===== src/rtl/mac_pkg.sv =====
// Shared types and helpers for the streaming dot-product MAC engine.
package mac_pkg;

    typedef enum logic [1:0] {
        ST_ACCUM = 2'd0,
        ST_DRAIN = 2'd1,
        ST_OUT   = 2'd2
    } state_e;

    // Beat-counter width for the default vector length; instances derive theirs via cnt_width().
    localparam int unsigned MAC_LEN = 4;
    localparam int unsigned CNT_W   = $clog2(MAC_LEN + 1);

    function automatic int unsigned cnt_width(input int unsigned len);
        return $clog2(len + 1);
    endfunction

    // One accumulation step overflows on carry-out (unsigned) or sign flip of like-signed operands (signed).
    function automatic logic add_ovf(
        input logic is_signed,
        input logic carry,
        input logic a_msb,
        input logic b_msb,
        input logic s_msb
    );
        if (is_signed) begin
            return (a_msb == b_msb) && (s_msb != a_msb);
        end
        return carry;
    endfunction

endpackage


===== src/rtl/mac_stage.sv =====
// Stage 1 of the MAC pipeline: registered multiply, extended to the accumulator width.
module mac_stage
    import mac_pkg::*;
#(
    parameter int unsigned DATA_W = 8,
    parameter int unsigned ACC_W  = 16,
    parameter bit          SIGNED = 1'b0
) (
    input  logic              clk,
    input  logic              rst_n,
    input  logic              clear_i,
    input  logic              load_i,
    input  logic [DATA_W-1:0] a_i,
    input  logic [DATA_W-1:0] b_i,
    output logic [ACC_W-1:0]  prod_o,
    output logic              vld_o
);

    localparam int unsigned PROD_W = 2 * DATA_W;

    logic [PROD_W-1:0] prod_raw_c;
    logic [ACC_W-1:0]  prod_ext_c;
    logic [ACC_W-1:0]  prod_q;
    logic              vld_q;

    generate
        if (SIGNED) begin : g_signed
            always_comb begin
                prod_raw_c = PROD_W'($signed(a_i)) * PROD_W'($signed(b_i));
                prod_ext_c = ACC_W'($signed(prod_raw_c));
            end
        end else begin : g_unsigned
            always_comb begin
                prod_raw_c = PROD_W'(a_i) * PROD_W'(b_i);
                prod_ext_c = ACC_W'(prod_raw_c);
            end
        end
    endgenerate

    // vld_q marks a product still waiting to be folded into the accumulator.
    always_ff @(posedge clk or negedge rst_n) begin
        if (!rst_n) begin
            prod_q <= '0;
            vld_q  <= 1'b0;
        end else if (clear_i) begin
            prod_q <= '0;
            vld_q  <= 1'b0;
        end else begin
            vld_q <= load_i;
            if (load_i) begin
                prod_q <= prod_ext_c;
            end
        end
    end

    assign prod_o = prod_q;
    assign vld_o  = vld_q;

endmodule


===== src/rtl/dot_product_mac.sv =====
// Streaming dot-product engine: LEN operand pairs per vector accumulated onto a bias.
module dot_product_mac
    import mac_pkg::*;
#(
    parameter int unsigned DATA_W = 8,
    parameter int unsigned ACC_W  = 16,
    parameter int unsigned LEN    = 4,
    parameter bit          SIGNED = 1'b0
) (
    input  logic              clk,
    input  logic              rst_n,
    input  logic              clear,
    input  logic              in_valid,
    output logic              in_ready,
    input  logic [DATA_W-1:0] entry_a,
    input  logic [DATA_W-1:0] entry_b,
    input  logic [ACC_W-1:0]  bias,
    output logic              out_valid,
    input  logic              out_ready,
    output logic [ACC_W-1:0]  out_sum,
    output logic              overflow
);

    localparam int unsigned VEC_CNT_W = cnt_width(LEN);

    state_e               state_q, state_d;
    logic [VEC_CNT_W-1:0] cnt_q, cnt_d;
    logic [ACC_W-1:0]     acc_q, acc_d;
    logic                 ovf_q, ovf_d;
    logic                 in_ready_q, in_ready_d;
    logic                 out_valid_q, out_valid_d;

    logic                 beat_c;
    logic                 first_c;
    logic                 last_c;
    logic [ACC_W-1:0]     prod_c;
    logic                 prod_vld_c;
    logic [ACC_W:0]       add_c;
    logic                 step_ovf_c;

    assign beat_c  = (state_q == ST_ACCUM) && in_valid && !clear;
    assign first_c = beat_c && (cnt_q == '0);
    assign last_c  = beat_c && (cnt_q == VEC_CNT_W'(LEN - 1));

    mac_stage #(
        .DATA_W (DATA_W),
        .ACC_W  (ACC_W),
        .SIGNED (SIGNED)
    ) u_stage (
        .clk     (clk),
        .rst_n   (rst_n),
        .clear_i (clear),
        .load_i  (beat_c),
        .a_i     (entry_a),
        .b_i     (entry_b),
        .prod_o  (prod_c),
        .vld_o   (prod_vld_c)
    );

    assign add_c      = {1'b0, acc_q} + {1'b0, prod_c};
    assign step_ovf_c = add_ovf(SIGNED, add_c[ACC_W], acc_q[ACC_W-1], prod_c[ACC_W-1], add_c[ACC_W-1]);

    // Next-state, accumulator and registered-output decode; clear overrides everything.
    always_comb begin
        state_d = state_q;
        cnt_d   = cnt_q;
        acc_d   = acc_q;
        ovf_d   = ovf_q;

        if (prod_vld_c) begin
            acc_d = add_c[ACC_W-1:0];
            ovf_d = ovf_q | step_ovf_c;
        end

        case (state_q)
            ST_ACCUM: begin
                if (beat_c) begin
                    cnt_d = cnt_q + VEC_CNT_W'(1);
                    // The previous vector's last product retired in DRAIN, so bias never races an add.
                    if (first_c) begin
                        acc_d = bias;
                        ovf_d = 1'b0;
                    end
                    if (last_c) begin
                        state_d = ST_DRAIN;
                    end
                end
            end
            ST_DRAIN: begin
                state_d = ST_OUT;
            end
            ST_OUT: begin
                if (out_ready) begin
                    state_d = ST_ACCUM;
                    cnt_d   = '0;
                    acc_d   = '0;
                    ovf_d   = 1'b0;
                end
            end
            default: begin
                state_d = ST_ACCUM;
            end
        endcase

        if (clear) begin
            state_d = ST_ACCUM;
            cnt_d   = '0;
            acc_d   = '0;
            ovf_d   = 1'b0;
        end

        in_ready_d  = (state_d == ST_ACCUM);
        out_valid_d = (state_d == ST_OUT);
    end

    always_ff @(posedge clk or negedge rst_n) begin
        if (!rst_n) begin
            state_q     <= ST_ACCUM;
            cnt_q       <= '0;
            acc_q       <= '0;
            ovf_q       <= 1'b0;
            in_ready_q  <= 1'b1;
            out_valid_q <= 1'b0;
        end else begin
            state_q     <= state_d;
            cnt_q       <= cnt_d;
            acc_q       <= acc_d;
            ovf_q       <= ovf_d;
            in_ready_q  <= in_ready_d;
            out_valid_q <= out_valid_d;
        end
    end

    assign in_ready  = in_ready_q;
    assign out_valid = out_valid_q;
    assign out_sum   = acc_q;
    assign overflow  = ovf_q;

endmodule

===== config.mk =====
export PLATFORM = sky130hd
export DESIGN_NAME = dot_product_mac
export DESIGN_NICKNAME = d
export VERILOG_FILES = /design/src/rtl/mac_pkg.sv /design/src/rtl/mac_stage.sv /design/src/rtl/dot_product_mac.sv
export SDC_FILE = /design/constraint.sdc
export NUM_CORES = 1
export LEC_CHECK = 0
export BUFFER_PORTS_ARGS = -buffer_cell sky130_fd_sc_hd__buf_2
export CORE_ASPECT_RATIO = 1.5
export CORE_MARGIN = 2
export CORE_UTILIZATION = 40
export CTS_CLUSTER_DIAMETER = 50
export DETAILED_ROUTE_END_ITERATION = 16
export PLACE_DENSITY = 0.59
export SKIP_LAST_GASP = 1
export SLEW_MARGIN = 20
export SYNTH_ARGS = -nofsm -noshare
export SYNTH_HDL_FRONTEND = slang
export SYNTH_HIERARCHICAL = 1
export SYNTH_SLANG_ARGS = --single-unit

===== constraint.sdc =====
create_clock -name clk -period 6.5 [get_ports clk]
set_input_delay 1.3 -clock clk [delete_from_list [all_inputs] [get_ports clk]]
set_output_delay 1.3 -clock clk [all_outputs]
set_load 0.005 [all_outputs]

Word level (Yosys, flattened, before mapping)
Cells that the tools add are included.
- bits in registers: 41
- bits in latches: 0
- bits in writable memories: 0
- ROM bits: 0
- input port bits: 37
- output and inout bits: 19
- word-level logic and storage cells: 53
- memories kept: 0
- add/subtract/negate cells: 2
- $mul: 1
- div/mod/pow operators: 0
- order comparisons: 0
- eq/ne operators: 6
- shifts and indexed selects: 0
- muxes and demuxes: 24
- bitwise gates (word level): 1
- reduce and logical (&&, ||, !) cells: 11
- operators with widths (operator ; count):
    $mux W16 ; 7
    $pmux W16 S2 ; 1
    $add A16 B16 Y17 ; 1
    $mul A8 B8 Y16 ; 1
    $mux W3 ; 3
    $mux W2 ; 4
    $mux W1 ; 6
    $ne A3 B3 Y1 const B ; 2
    $pmux W2 S3 ; 1
    $pmux W3 S2 ; 1
    $eq A2 B2 Y1 const B ; 2
    $logic_and A1 B1 Y1 ; 4
    $logic_not A2 Y1 ; 2
    $add A3 B1 Y3 const B ; 1
    $eq A3 B2 Y1 const B ; 1
    $logic_not A3 Y1 ; 1
    $reduce_and A3 Y1 ; 1
    $reduce_bool A3 Y1 ; 1
    $eq A2 B1 Y1 const B ; 1
    $pmux W1 S2 ; 1
    $reduce_bool A2 Y1 ; 1
    $logic_not A1 Y1 ; 1
    $or A1 B1 Y1 ; 1

Longest topological paths before layout
Gate-level depths: netlist of the first run.
- depth in word-level cells: 9
- gate-level depth with buffers: 15
- mapped depth without buffers: 15

Hierarchy
The synthesis of the first run kept the hierarchy.
- by module, submodules not included (module ; instances ; cells each ; area an instance (sq um) ; sequential area each (sq um)):
    mac_stage ; 1 ; 287 ; 2712.6 ; 425.4
    dot_product_mac ; 1 ; 222 ; 1931.9 ; 601.8

Worst setup path before layout of the first run
No wires, ideal clock.
- path type: input to register
- start: input entry_a[3]
- end: register u_stage.prod_q[13], in the netlist u_stage/prod_o[13]
- setup time: 82 ps
- arrival time: 4891 ps
- required time: 6418 ps
- path slack: 1527 ps
- stages: 13
- buffers on the path: 0
- cells stage by stage: and2_1 fa_1 fa_1 fa_1 inv_1 fa_1 inv_1 ha_1 o211ai_1 o21ai_2 nor3_1 or4b_1 a31oi_1
- cells in the longest elaborated chain, start to end: 3
- ends and longest elaborated chain (what ; RTL line ; source):
    start, declared ; dot_product_mac.sv:15 ; input logic [DATA_W-1:0] entry_a,
    $mul A8 B8 Y16 ; mac_stage.sv:34 ; prod_raw_c = PROD_W'(a_i) * PROD_W'(b_i);
    $mux W16 ; mac_stage.sv:50 ; if (load_i) begin
    $mux W16 ; mac_stage.sv:45 ; end else if (clear_i) begin
    end signal, assigned ; mac_stage.sv:51 ; prod_q <= prod_ext_c;
    end, declared ; mac_stage.sv:23 ; logic [ACC_W-1:0] prod_q;
No other way between the ends. The select of a mux whose other input is x is not followed.
A chain may end at the register's enable or synchronous reset.

Worst setup path in the final report of the first run
- start: input entry_a[3]
- end: register u_stage.prod_q[15], in the netlist u_stage/prod_o[15]
Same word-level chain as after synthesis.

==> impl_metrics.py, run 1 <==
metrics = {
    "global_route": {
        "grt-ovfl-total": 0,
        "track_usage_pct": 16.7,
        "grt_max_degree": 42,
        "grtUsageMet1_pct": 19.8,
        "top_usage_layer": "met2",
        "grt_pass1_wl_um": 17200,
        "grt_antenna_before_repair": 0,
        "globalRouteMet3Util_pct": 1.44,
        "grt_pass1_vias": 3651,
        "gr-usage-met2_pct": 31.7,
    },
    "yosys": {
        "syn-num-nets": 638,
        "yosysSeqAreaShare_pct": 22.1,
        "ys_top_cells_by_count": "inv_1, ha_1, and2_1, nand2_1, dfrtp_1",
        "synth_area_um2": 4640,
        "synth_ff_type": "dfrtp_1",
        "synth_top_cell_area_share_pct": 21.6,
        "synth_edf_count": 0,
        "post-synth-top-area-cell": "dfrtp_1",
        "synth_cells": 509,
        "post-synth-top-count-cell": "inv_1",
        "avgSynthCellArea_um2": 9.12,
        "synthArstFlopShare_pct": 100,
        "ys_warn_count": 6,
        "synth-seq-cells": 41,
        "yosysUniqueCellTypes": 57,
        "synthTopCellsByArea": "dfrtp_1, fa_1, ha_1",
    },
    "timing": {
        "finalCriticalPeriod_ps": 5080,
        "drv_slew": 0,
        "clock.fmax_mhz": 197,
        "setup_violations": 0,
        "rsz0062_at_grt": "false",
        "relSlewSlack_pct": 38.9,
        "tightestPinTransition_ps": 917,
        "setup_tns_ps": 0,
        "fin_skew_ps": 5.61,
        "final_hold_viol_count": 0,
        "min_period_over_period_pct": 78.2,
        "worst_slack_ps": 1420,
        "worst_hold_slack_ps": 498,
    },
    "worst_setup_path": {
        "cp_cell_sequence": "buf_2, and2_1, fa_1, fa_1, fa_1, inv_1, fa_1, inv_1, ha_1, a21oi_1, o21ai_2, o311ai_0, mux2i_1, nand2_1",
        "cpPeakStageDelay_ps": 550,
        "critPathSlowestCell": "fa_1",
        "arrival_ps": 5260,
        "cpMostUsedCell": "fa_1",
        "path_class": "in2reg",
        "crit_fanout": 8,
        "reg2regPathDepth": 6,
        "critPathRequiredTime_ps": 6680,
        "critPathLaunchType": "input port",
        "cp-end-kind": "flop",
        "rr_endpoint": "out_sum[10]$_DFF_PN0_",
        "r2r_slack_ps": 4040,
        "endpoint": "u_stage/prod_o[15]$_DFFE_PN0P_",
        "startpoint": "entry_a[3]",
        "crit-reg2reg-launch": "state_q[0]$_DFF_PN0_",
    },
    "layout": {
        "drive_above_1_share_pct": 13.0,
        "multi_input_area_um2": 3320,
        "seq_area_um2": 1030,
        "area.growth.synth_to_final_pct": 12.3,
        "final_nets": 691,
        "fill_cells": 1186,
        "diodes": 0,
    },
    "clocking": {
        "cts_resized": 0,
        "ctsHtreeMaxLevel": 2,
        "post_cts_buffers": 0,
        "cts_tree": "yes",
        "cts.sinks": 41,
        "ctsHoldBuffers": 0,
        "clk_latency_ps": 290,
        "numCtsBuffers": 5,
        "clockRootBuffer": "clkbuf_16",
        "clk_path_buf_depth": 2,
        "clk_pin_slew_ps": 60,
    },
    "status": {
        "status": "completed",
    },
    "detailed_routing": {
        "drt_first_pass_iters": 4,
        "ant_nets": 0,
        "vias": 3684,
        "drc_errors": 0,
        "routed_via_density": 5.17,
        "wire_per_inst_um": 14.1,
        "wl_um": 10000,
        "first_iter_violations": 198,
    },
    "pwr": {
        "p_per_area_nw_per_um2": 237,
        "ir_worst_vdd_mv": 0.111,
        "p_leak_uw": 0.00261,
    },
    "place": {
        "port_buffers": 55,
        "post-place-ws_ps": 1110,
        "dp_hpwl_um": 8430,
        "gp_congestion": 0.830,
    },
    "floorplanning": {
        "rows": 48,
        "die_w_um": 92.0,
        "initial_core_util_pct": 40.7,
        "dieArea_um2": 12500,
        "core_um2": 11400,
        "die_h_um": 136,
        "num_io_pins": 56,
    },
    "flow_run": {
        "maxCapViolations": 0,
    },
    "hold_path": {
        "hold_class": "reg2reg",
    },
}
cell usage in the layout (no fill, tap or decap), types with 8 or more instances in the layout:
cell type	Yosys	layout
inv_1	60	60
ha_1	55	55
buf_2	4	55
and2_1	53	53
nand2_1	43	43
dfrtp_1	40	40
fa_1	37	37
nor2_1	33	33
a21oi_1	32	32
a211oi_1	13	13
o21ai_0	12	12
xnor2_1	12	12
mux2i_1	11	11
a22o_1	8	8
worst max-delay path, delay by kind of cell:
kind	cells	cell delay [ps]
buffers and inverters	3	230
and+or+nand+nor	2	240
muxes	1	250
AOI/OAI and AO/OA	3	780
adders and majority gates	5	2460
stage by stage:
step           util (%)  cell area (um2)  instances  power [uW]
6_report           45.7             5210        712        1240
3_3_place_gp       44.3             5050        705         961
2_1_floorplan         -             4640        509         822
5_1_grt            45.7             5210        712        1360
4_1_cts            45.7             5210        712        1250
3_5_place_dp       44.3             5050        705         971
registers in the layout (all words and copies together), names as in the netlist:
name / cells
u_stage/prod_o: 16
cnt_q: 3
overflow: 1
out_sum: 16
u_stage/vld_o: 1
state_q: 2
out_valid: 1
in_ready: 1
layer usage:
layer | wire length (um) | up-vias
met4 | 202 | 0
met5 | 0 | -
met1 | 4290 | 1734
li1 | - | 1852
met3 | 291 | 14
met2 | 5260 | 84
cells by family after synthesis:
group / synth area share [%]
flip-flops: 22.1
AO/OA/AOI/OAI: 15.9
AND/OR/NAND/NOR: 18.7
XOR/XNOR: 3.58
adder cells (fa/ha/maj): 30.8
buffers and inverters: 6.33
multiplexers: 2.61
layout make-up:
| class | instances | area share, % |
|---|---|---|
| Clock buffer | 5 | 2.40 |
| Multi-Input combinational cell | 397 | 63.7 |
| Inverter | 60 | 4.32 |
| Tap cell | 150 | 3.60 |
| Sequential cell | 41 | 19.7 |
| Timing Repair Buffer | 57 | 5.57 |
| Clock inverter | 2 | 0.672 |
worst min-delay path by stage:
stage                    startpoint                    to  slack, ps  depth (start not counted)
2_1_floorplan  cnt_q[2]$_DFFE_PN0P_  cnt_q[2]$_DFFE_PN0P_        470                          1
3_3_place_gp   cnt_q[2]$_DFFE_PN0P_  cnt_q[2]$_DFFE_PN0P_        490                          1
3_5_place_dp   cnt_q[2]$_DFFE_PN0P_  cnt_q[2]$_DFFE_PN0P_        490                          1
4_1_cts        cnt_q[2]$_DFFE_PN0P_  cnt_q[2]$_DFFE_PN0P_        500                          1
5_1_grt        cnt_q[2]$_DFFE_PN0P_  cnt_q[2]$_DFFE_PN0P_        540                          1
6_report       cnt_q[2]$_DFFE_PN0P_  cnt_q[2]$_DFFE_PN0P_        500                          1
power breakdown:
group	switching (uW)	total [uW]	internal, uW	leakage, uW
logic	374	654	280	0.00198
clock network	96.2	274	178	0.0000797
registers	23.7	308	285	0.000552
total	494	1240	743	0.00261
(Power assumes the default switching activity.)
==> run 2: changes to the inputs <==
- ABC_AREA: unset -> 1
- PLACE_DENSITY: 0.59 -> 0.61
- clock period: 6.5 -> 4.25 ns (I/O delays scaled with it)
==> impl_metrics.py, run 2 <==
metrics = {
    "status": {
        "status": "completed",
    },
    "layout": {
        "final_common_cell": "nand2_1",
        "multi_input_area_um2": 3360,
        "final_cell_mix": "nand2_1, inv_1, buf_2",
        "area.growth.synth_to_final_pct": 16.1,
        "diodes": 0,
        "seq_area_um2": 1030,
        "final_nets": 932,
        "fill_cells": 1275,
        "final_cells": 960,
        "drive_above_1_share_pct": 16.0,
    },
    "clocking": {
        "post_cts_buffers": 0,
        "clockRootBuffer": "clkbuf_16",
        "clk_path_buf_depth": 2,
        "clk_pin_slew_ps": 60,
        "numCtsBuffers": 5,
        "cts_tree": "yes",
        "clk_latency_ps": 290,
        "cts.sinks": 41,
        "ctsHtreeMaxLevel": 2,
    },
    "floorplanning": {
        "die_h_um": 142,
        "rows": 50,
        "initial_core_util_pct": 40.8,
        "die_w_um": 96,
        "dieArea_um2": 13600,
        "core_um2": 12400,
        "num_io_pins": 56,
    },
    "detailed_routing": {
        "wl_um": 12400,
        "routed_via_density": 4.75,
        "drt_first_pass_iters": 6,
        "vias": 4562,
        "ant_nets": 0,
        "drc_errors": 0,
        "first_iter_violations": 196,
        "wire_per_inst_um": 12.9,
    },
    "yosys": {
        "synthArstFlopShare_pct": 100,
        "synth_area_um2": 5080,
        "synth_edf_count": 0,
        "post-synth-top-area-cell": "dfrtp_1",
        "yosysSeqAreaShare_pct": 20.2,
        "synthTopCellsByArea": "dfrtp_1, nand2_1, fa_1",
        "post-synth-top-count-cell": "nand2_1",
        "synth_top_cell_area_share_pct": 19.7,
        "synth_ff_type": "dfrtp_1",
        "synth-seq-cells": 41,
        "syn-num-nets": 864,
        "synth_cells": 735,
        "ys_top_cells_by_count": "nand2_1, inv_1, ha_1, dfrtp_1, a21oi_1",
        "yosysUniqueCellTypes": 39,
        "ys_warn_count": 6,
        "avgSynthCellArea_um2": 6.91,
    },
    "pwr": {
        "p_leak_uw": 0.00364,
        "netSwitchingPower_uw": 933,
        "clkPwrFrac_pct": 20.5,
        "ir_worst_vdd_mv": 0.173,
        "seqPwrFrac_pct": 21.6,
        "p_sw_share_pct": 42.9,
        "comb_power_share_pct": 57.9,
        "p_int_uw": 1240,
        "p_per_area_nw_per_um2": 369,
    },
    "worst_setup_path": {
        "arrival_ps": 4310,
        "cpLargestDelayFamily": "adder cells",
        "cp_num_buf_inv": 4,
        "critPathRequiredTime_ps": 4420,
        "critPathLaunchType": "input port",
        "cp-end-kind": "flop",
        "critPathSlowestCell": "fa_1",
        "path_class": "in2reg",
        "cp_cell_sequence": "clkbuf_4, nand2_2, fa_1, fa_1, inv_1, fa_1, inv_1, fa_1, inv_1, ha_4, nand2_1, nor2_1, nand3_1, nand3_1, nand2_1, nand3_1, nand2_1",
        "cpPeakStageDelay_ps": 550,
        "crit_fanout": 6,
        "cpMostUsedCell": "fa_1",
    },
    "global_route": {
        "grt-ovfl-total": 0,
        "grt_max_degree": 42,
        "grt_pass1_wl_um": 21300,
        "grt_antenna_before_repair": 0,
        "track_usage_pct": 19.6,
        "grt_pass1_vias": 4799,
    },
    "hold_path": {
        "hold_class": "reg2reg",
    },
    "timing": {
        "setup_violations": 0,
        "min_period_over_period_pct": 97.4,
        "rsz0062_at_grt": "true",
        "drv_slew": 0,
        "worst_hold_slack_ps": 498,
        "clock.fmax_mhz": 242,
        "tightestPinTransition_ps": 942,
        "fin_skew_ps": 4.45,
        "final_hold_viol_count": 0,
        "finalCriticalPeriod_ps": 4140,
        "relSlewSlack_pct": 37.2,
        "setup_tns_ps": 0,
    },
    "place": {
        "gp_congestion": 0.878,
        "port_buffers": 55,
        "dp_cells": 952,
        "dp_hpwl_um": 10400,
    },
    "flow_run": {
        "maxCapViolations": 0,
    },
}
## run 2: metal layers
layer	share of wire (%)	vias to the layer above	global-route usage, %
met1	39	2108	20.7
met5	0	-	0
met4	2.4	0	6.54
met3	2.4	20	2.01
met2	56	76	38.6
li1	-	2358	-
## run 2: worst min-delay path, stage by stage (launching register included)
cell	delay, ps
dfrtp_1	340
a21oi_1	40
nor2_1	70
## run 2: per-stage QoR
stage / total power (uW) / utilization, % / worst slack (ps) / area (um2)
after global placement: 1630 / 45.5 / -122 / 5670
after floorplan: 1300 / - / 5.06 / 5100
after CTS: 2110 / 46.9 / 113 / 5840
after detailed placement: 1650 / 45.5 / -192 / 5670
final: 2180 / 47.4 / 110 / 5900
after global routing: 2410 / 47.4 / -65.3 / 5900
## run 2: path summary, 6_finish.rpt
kind	to	slack [ps]	cells past startpoint	from
max	u_stage/prod_o[15]$_DFFE_PN0P_	110	17	entry_a[2]
min	overflow$_DFF_PN0_	500	2	overflow$_DFF_PN0_
max reg2reg	out_sum[12]$_DFF_PN0_	2300	10	u_stage/prod_o[0]$_DFFE_PN0P_
min reg2reg	overflow$_DFF_PN0_	500	2	overflow$_DFF_PN0_
max in group asynchronous	out_sum[13]$_DFF_PN0_	2960	1	rst_n
min in group asynchronous	cnt_q[2]$_DFFE_PN0P_	700	1	rst_n
## run 2: repair_timing
action / CTS / global route
resized for setup: 0 / 11
hold buffers: 0 / 0
endpoints found under the hold margin: 0 / 0
setup endpoints to repair: 0 / 6
## run 2: power by group through the flow
stage	Sequential, uW	Combinational (uW)	Clock (uW)
after CTS	471	1180	454
after global routing	476	1460	472
after floorplan	463	834	0
after global placement	477	1150	0
final	470	1260	445
after detailed placement	478	1170	0
## run 2: layout make-up
cell class / instances / share of cell area, %
repair buffers: 85 / 8.53
clock buffers: 5 / 2.12
inverters: 171 / 10.9
well taps: 156 / 3.31
clock inverters: 3 / 0.743
flip-flops and latches: 41 / 17.4
multi-input cells: 499 / 57.0
## run 2: kinds of logic (layout without fill, tap and decap cells)
| family | after synthesis | count (layout) | synth area share, % |
|---|---|---|---|
| buffers and inverters | 195 | 264 | 15.0 |
| AO/OA/AOI/OAI | 81 | 81 | 9.04 |
| AND/OR/NAND/NOR | 318 | 318 | 26.2 |
| adder cells (fa/ha/maj) | 92 | 92 | 28.1 |
| XOR/XNOR | 7 | 7 | 1.21 |
| flip-flops | 41 | 41 | 20.2 |
| multiplexers | 1 | 1 | 0.197 |
